`src/rtl/alu_calc_core.sv`:
```
// Registered ALU calculator core: operand registers A/B, result Y, flags,
// 16 opcodes behind a valid/ready command port, shifts one bit per cycle.
module alu_calc_core #(
  parameter int WIDTH = 8,
  parameter int SHW   = $clog2(WIDTH)
) (
  input  logic             clk,
  input  logic             reset_n,
  input  logic             clr,
  input  logic             cmd_valid,
  output logic             cmd_ready,
  input  logic [3:0]       opcode,
  input  logic [WIDTH-1:0] din,
  input  logic             dst,
  output logic [WIDTH-1:0] a_q,
  output logic [WIDTH-1:0] b_q,
  output logic [WIDTH-1:0] y_q,
  output logic [3:0]       flags,
  output logic             busy,
  output logic             done
);

  localparam int MSB = WIDTH - 1;

  typedef enum logic [1:0] {S_IDLE, S_EXEC, S_SHIFT} state_e;
  typedef enum logic [3:0] {
    OP_ADD, OP_SUB, OP_SHL, OP_SHR, OP_CMP, OP_AND, OP_OR, OP_XOR,
    OP_NAND, OP_NOR, OP_XNOR, OP_INV, OP_NEG, OP_STO, OP_SWP, OP_LOAD
  } op_e;

  state_e           state_q, state_d;
  op_e              op_q, op_d;
  logic             dst_q, dst_d;
  logic [WIDTH-1:0] din_q, din_d;
  logic [WIDTH-1:0] opa_q, opa_d, opb_q, opb_d;
  logic [WIDTH-1:0] sh_q, sh_d;
  logic [SHW-1:0]   cnt_q, cnt_d;
  logic [WIDTH-1:0] a_d, b_d, y_d;
  logic [3:0]       flags_q, flags_d;
  logic             done_q, done_d;

  logic [WIDTH:0]   sum_w, dif_w;
  logic [WIDTH-1:0] res_w, shn_w;
  logic             c_w, v_w, wr_w, shout_w, is_shift_w;

  assign cmd_ready = reset_n & (state_q == S_IDLE) & ~clr;
  assign busy      = (state_q != S_IDLE);
  assign done      = done_q;
  assign flags     = flags_q;

  // Single-cycle ALU result computed from the operand snapshot.
  always_comb begin
    sum_w = {1'b0, opa_q} + {1'b0, opb_q};
    dif_w = {1'b0, opa_q} - {1'b0, opb_q};
    res_w = y_q;
    c_w   = 1'b0;
    v_w   = 1'b0;
    wr_w  = 1'b1;
    unique case (op_q)
      OP_ADD: begin
        res_w = sum_w[MSB:0];
        c_w   = sum_w[WIDTH];
        v_w   = (opa_q[MSB] == opb_q[MSB]) && (sum_w[MSB] != opa_q[MSB]);
      end
      OP_SUB: begin
        res_w = dif_w[MSB:0];
        c_w   = dif_w[WIDTH];
        v_w   = (opa_q[MSB] != opb_q[MSB]) && (dif_w[MSB] != opa_q[MSB]);
      end
      OP_SHL, OP_SHR: res_w = opa_q;
      OP_CMP: begin
        res_w      = '0;
        res_w[2:0] = {opa_q < opb_q, opa_q > opb_q, opa_q == opb_q};
      end
      OP_AND:  res_w = opa_q & opb_q;
      OP_OR:   res_w = opa_q | opb_q;
      OP_XOR:  res_w = opa_q ^ opb_q;
      OP_NAND: res_w = ~(opa_q & opb_q);
      OP_NOR:  res_w = ~(opa_q | opb_q);
      OP_XNOR: res_w = ~(opa_q ^ opb_q);
      OP_INV:  res_w = ~opa_q;
      OP_NEG: begin
        res_w = '0 - opa_q;
        v_w   = (opa_q == {1'b1, {(WIDTH-1){1'b0}}});
      end
      default: wr_w = 1'b0;
    endcase
  end

  always_comb begin
    shn_w      = (op_q == OP_SHL) ? {sh_q[MSB-1:0], 1'b0} : {1'b0, sh_q[MSB:1]};
    shout_w    = (op_q == OP_SHL) ? sh_q[MSB] : sh_q[0];
    is_shift_w = (opcode == 4'(OP_SHL)) || (opcode == 4'(OP_SHR));
  end

  always_comb begin
    state_d = state_q;
    op_d    = op_q;
    dst_d   = dst_q;
    din_d   = din_q;
    opa_d   = opa_q;
    opb_d   = opb_q;
    sh_d    = sh_q;
    cnt_d   = cnt_q;
    a_d     = a_q;
    b_d     = b_q;
    y_d     = y_q;
    flags_d = flags_q;
    done_d  = 1'b0;
    if (clr) begin
      state_d = S_IDLE;
      a_d     = '0;
      b_d     = '0;
      y_d     = '0;
      flags_d = '0;
      cnt_d   = '0;
    end else begin
      unique case (state_q)
        S_IDLE: if (cmd_valid && cmd_ready) begin
          op_d    = op_e'(opcode);
          dst_d   = dst;
          din_d   = din;
          opa_d   = a_q;
          opb_d   = b_q;
          sh_d    = a_q;
          cnt_d   = b_q[SHW-1:0];
          state_d = (is_shift_w && (b_q[SHW-1:0] != '0)) ? S_SHIFT : S_EXEC;
        end
        S_EXEC: begin
          state_d = S_IDLE;
          done_d  = 1'b1;
          unique case (op_q)
            OP_STO:  a_d = y_q;
            OP_SWP: begin
              a_d = opb_q;
              b_d = opa_q;
            end
            OP_LOAD: if (dst_q) b_d = din_q; else a_d = din_q;
            default: ;
          endcase
          if (wr_w) begin
            y_d     = res_w;
            flags_d = {c_w, v_w, res_w[MSB], res_w == '0};
          end
        end
        S_SHIFT: begin
          // The last step writes Y directly from the shifted value.
          sh_d  = shn_w;
          cnt_d = cnt_q - 1'b1;
          if (cnt_q == SHW'(1)) begin
            state_d = S_IDLE;
            done_d  = 1'b1;
            y_d     = shn_w;
            flags_d = {shout_w, 1'b0, shn_w[MSB], shn_w == '0};
          end
        end
        default: state_d = S_IDLE;
      endcase
    end
  end

  always_ff @(posedge clk or negedge reset_n) begin
    if (!reset_n) begin
      state_q <= S_IDLE;
      op_q    <= OP_ADD;
      dst_q   <= 1'b0;
      din_q   <= '0;
      opa_q   <= '0;
      opb_q   <= '0;
      sh_q    <= '0;
      cnt_q   <= '0;
      a_q     <= '0;
      b_q     <= '0;
      y_q     <= '0;
      flags_q <= '0;
      done_q  <= 1'b0;
    end else begin
      state_q <= state_d;
      op_q    <= op_d;
      dst_q   <= dst_d;
      din_q   <= din_d;
      opa_q   <= opa_d;
      opb_q   <= opb_d;
      sh_q    <= sh_d;
      cnt_q   <= cnt_d;
      a_q     <= a_d;
      b_q     <= b_d;
      y_q     <= y_d;
      flags_q <= flags_d;
      done_q  <= done_d;
    end
  end

endmodule

```
`config.mk`:
```
export PLATFORM = sky130hd
export DESIGN_NAME = alu_calc_core
export DESIGN_NICKNAME = d
export VERILOG_FILES = /design/src/rtl/alu_calc_core.sv
export SDC_FILE = /design/constraint.sdc
export NUM_CORES = 1
export LEC_CHECK = 0
export BUFFER_PORTS_ARGS = -buffer_cell sky130_fd_sc_hd__buf_2
export CELL_PAD_IN_SITES_DETAIL_PLACEMENT = 1
export CELL_PAD_IN_SITES_GLOBAL_PLACEMENT = 1
export CORE_MARGIN = 2
export CORE_UTILIZATION = 48
export CTS_BUF_LIST = sky130_fd_sc_hd__clkbuf_8
export CTS_CLUSTER_SIZE = 16
export DETAILED_ROUTE_END_ITERATION = 16
export GPL_ROUTABILITY_DRIVEN = 0
export GPL_TIMING_DRIVEN = 0
export PLACE_DENSITY_LB_ADDON = 0.25
export RECOVER_POWER = 25
export SLEW_MARGIN = 20
export SYNTH_ARGS = -nofsm -noshare
export SYNTH_HDL_FRONTEND = slang
export SYNTH_SLANG_ARGS = --single-unit
```
`constraint.sdc`:
```
create_clock -name clk -period 3.22 [get_ports clk]
set_clock_uncertainty 0.1 [all_clocks]
set_input_delay 0 -clock clk [delete_from_list [all_inputs] [get_ports clk]]
set_output_delay 0 -clock clk [all_outputs]
set_load 0.01 [all_outputs]
```
==> run_results.csv <==
group,metric,value,unit
floorplan,core_area,11300,µm²
synth,syn-cell-area,5540,µm²
run_status,violations,"capacitance limit, slew limit",
route,wire_per_inst,24.4,µm
synth,synth_ff_type,"dfrtp_1",
route,ant_nets,0,
synth,synthCells,644,
setup_path,cp.arrival,3.31,ns
floorplan,fp.dieW,111,µm
synth,synth_async_sr_flop_share,1.00,
setup_path,cp_cell_sequence,"inv_1 -> ha_1 -> buf_2 -> inv_1 -> o21bai_1 -> a21oi_1 -> nor3b_1 -> o21bai_1 -> a31oi_2 -> or2_2 -> o41ai_2",
synth,syn_avg_cell_area,8.60,µm²
power_and_ir_drop,p_per_area,438,nW/µm²
layout,final_cell_mix,"nor2_1 (73), dfrtp_1 (65), buf_2 (55)",
sta,final_hold_viol_count,0,
sta,setup_viol,0,
setup_path,worstPathMaxFanout,9,
setup_path,startpoint_type,"flip-flop",
setup_path,crit_slowest_cell,"dfrtp_2",
global_route,grt_pass1_vias,5984,
setup_path,cp_top_family,"compound AO/OA/AOI/OAI gates",
place,portBuffers,47,
worst_hold_path,hp-class,"input port to async pin",
clocking,clock-root-buffer,"clkbuf_8",
synth,ys_seq_elements,70,
sta,worst_pin_slew,2.01,ns
global_route,grt_antenna_before_repair,0,
sta,fmax,0.316,GHz
sta,fin_ws,0.0588,ns
layout,area_delta_synth_final,15.3,%
setup_path,max_stage_delay,0.47,ns
job,drv_cap,1,
route,drt-initial-drc-count,520,
layout,fillCellCount,1382,
run_status,outcome,"complete, but fails checks",
place,post-dp-hpwl,15600,µm
global_route,track_usage,0.340,
floorplan,die_h,111,µm
global_route,grt.overflow.total,0,
synth,synth_edf_count,0,
sta,finalMaxSlewViolations,46,
clocking,cts_made_buffers,9,
floorplan,io_pins,48,
global_route,grt_max_degree,46,
sta,relSlewSlack,-0.337,
power_and_ir_drop,p_leak,0.00287,µW
synth,yosysUniqueCellTypes,73,
setup_path,path_class,"flip-flop to flip-flop",
route,vias,5755,
route,viasPerCell,6.63,
synth,syn-num-nets,693,
floorplan,initial_core_util,0.489,
synth,ys_seq_area_frac,0.316,
layout,layout.nets,768,
clocking,clk_pin_slew,0.08,ns
floorplan,row_count,39,
clocking,cts_tree,"done",
clocking,clockBufferDepth,2,
global_route,grt_pass1_wl,33100,µm
route,routed_wl,21200,µm
sta,fin_crit,3.16,ns
setup_path,worst_setup_path_end_kind,"flip-flop",
clocking,cts_num_sinks,70,
setup_path,required,3.36,ns
floorplan,die_area,12400,µm²
route,dr.pass1.iters,5,
route,drc,0,
place,dp.cells,835,
layout,drive_above_1_share,0.189,
clocking,insertion_delay,0.35,ns
power_and_ir_drop,ir_worst_vdd,0.000357,V
clocking,ctsHtreeMaxLevel,3,
layout,final_common_cell,"nor2_1",
synth,synth_warnings,0,
setup_path,path_buf_inv,3,
layout,stdcell_count,868,
sta,finalCritPeriodShare,0.982,
place,place_ws,-0.143,ns
report_power, final:
group / leakage (µW) / total (µW) / switching (µW) / internal, µW
Sequential: 0.000936 / 1040 / 98.7 / 944
Clock: 0.000108 / 728 / 335 / 393
Combinational: 0.00182 / 1020 / 643 / 380
registers in the layout, summed over array words and instances, names as in the netlist:
| register | count |
|---|---|
| a_q | 8 |
| b_q | 8 |
| cnt_q | 3 |
| din_q | 8 |
| done | 1 |
| dst_q | 1 |
| flags | 4 |
| op_q | 4 |
| opa_q | 8 |
| opb_q | 8 |
| sh_q | 8 |
| state_q | 2 |
| y_q | 7 |
stage by stage:
step | instance area, µm² | utilization | hold WS [ns] | TNS, ns | total power [µW]
global route | 6380 | 0.564 | 0.0489 | -0.00196 | 2890
finish | 6380 | 0.564 | 0.0115 | 0 | 2790
floorplan | 5540 | - | -0.396 | 0 | 1660
detailed placement | 5980 | 0.528 | -0.161 | -0.143 | 2010
global placement | 5950 | 0.526 | 0.132 | 0 | 1980
CTS | 6350 | 0.561 | 0.00982 | 0 | 2750
per-layer routing:
layer / wire length [µm] / part of all wire / GRT usage
met5: 0 / 0 / 0
met4: 990 / 0.047 / 0.161
met3: 1610 / 0.076 / 0.0523
met2: 10200 / 0.48 / 0.578
met1: 8370 / 0.40 / 0.427
kinds of logic after synthesis:
logic type / after synthesis / share of synthesized area
XOR/XNOR: 6 / 0.00949
buffers and inverters: 83 / 0.0696
flip-flops: 70 / 0.316
adder cells (fa/ha/maj): 32 / 0.0750
AO/OA/AOI/OAI: 194 / 0.233
multiplexers: 61 / 0.117
AND/OR/NAND/NOR: 198 / 0.179
Yosys cell counts (all sizes together) (5+ instances only):
library cell	n	area [µm²]
buf	19	135
clkbuf	27	111
o211ai	6	45.0
ha	30	375
nor2	75	297
o21ai	37	185
o22ai	10	62.6
or4	5	45.0
nand2b	10	62.6
dfrtp	70	1750
inv	35	131
nand3	12	65.1
o31ai	9	67.6
nor2b	7	43.8
nand2	34	128
mux2	30	338
a211oi	14	105
a21o	6	45.0
nor3	19	95.1
a21oi	53	265
mux2i	31	310
nor3b	5	37.5
a22o	8	70.1
xnor2	5	43.8
a31oi	6	37.5
nor4	9	56.3
worst paths after layout:
| check | from | end | slack [ns] | cells after the start |
|---|---|---|---|---|
| max | opa_q[2] | flags[0] | 0.06 | 11 |
| min | reset_n | y_q[6] | 0.01 | 2 |
| max reg2reg | opa_q[2] | flags[0] | 0.06 | 11 |
| min reg2reg | cnt_q[1] | cnt_q[1] | 0.40 | 2 |
| max in group asynchronous | reset_n | opb_q[2] | 0.54 | 3 |
| min in group clk | cmd_valid | state_q[0] | 0.17 | 4 |
worst reg2reg max path: stages, from the launching register on:
cell and delay (ns):
dfrtp_2 0.47, inv_1 0.10, ha_1 0.28, buf_2 0.20
inv_1 0.12, o21bai_1 0.33, a21oi_1 0.20, nor3b_1 0.19
o21bai_1 0.26, a31oi_2 0.19, or2_2 0.32, o41ai_2 0.29
final cells by class:
cell class                      count  area [µm²]  share of cell area
Sequential cell                    70        1760               0.275
Antenna cell                        1        2.50            0.000392
Inverter                           37         139              0.0218
Clock buffer                       11         151              0.0237
Tap cell                          143         179              0.0280
Clock inverter                      5        50.0             0.00784
Timing Repair Buffer               64         408              0.0639
Buffer                             46         250              0.0392
Multi-Input combinational cell    491        3440               0.540
timing repair:
action                                  CTS  global route
hold buffers                             15             0
pin swaps                                 0             1
resized for setup                         2            16
buffers inserted                          0             1
hold endpoints to repair                 85             0
endpoints found under the setup margin    1             4
Power figures use the tool's default switching activity.
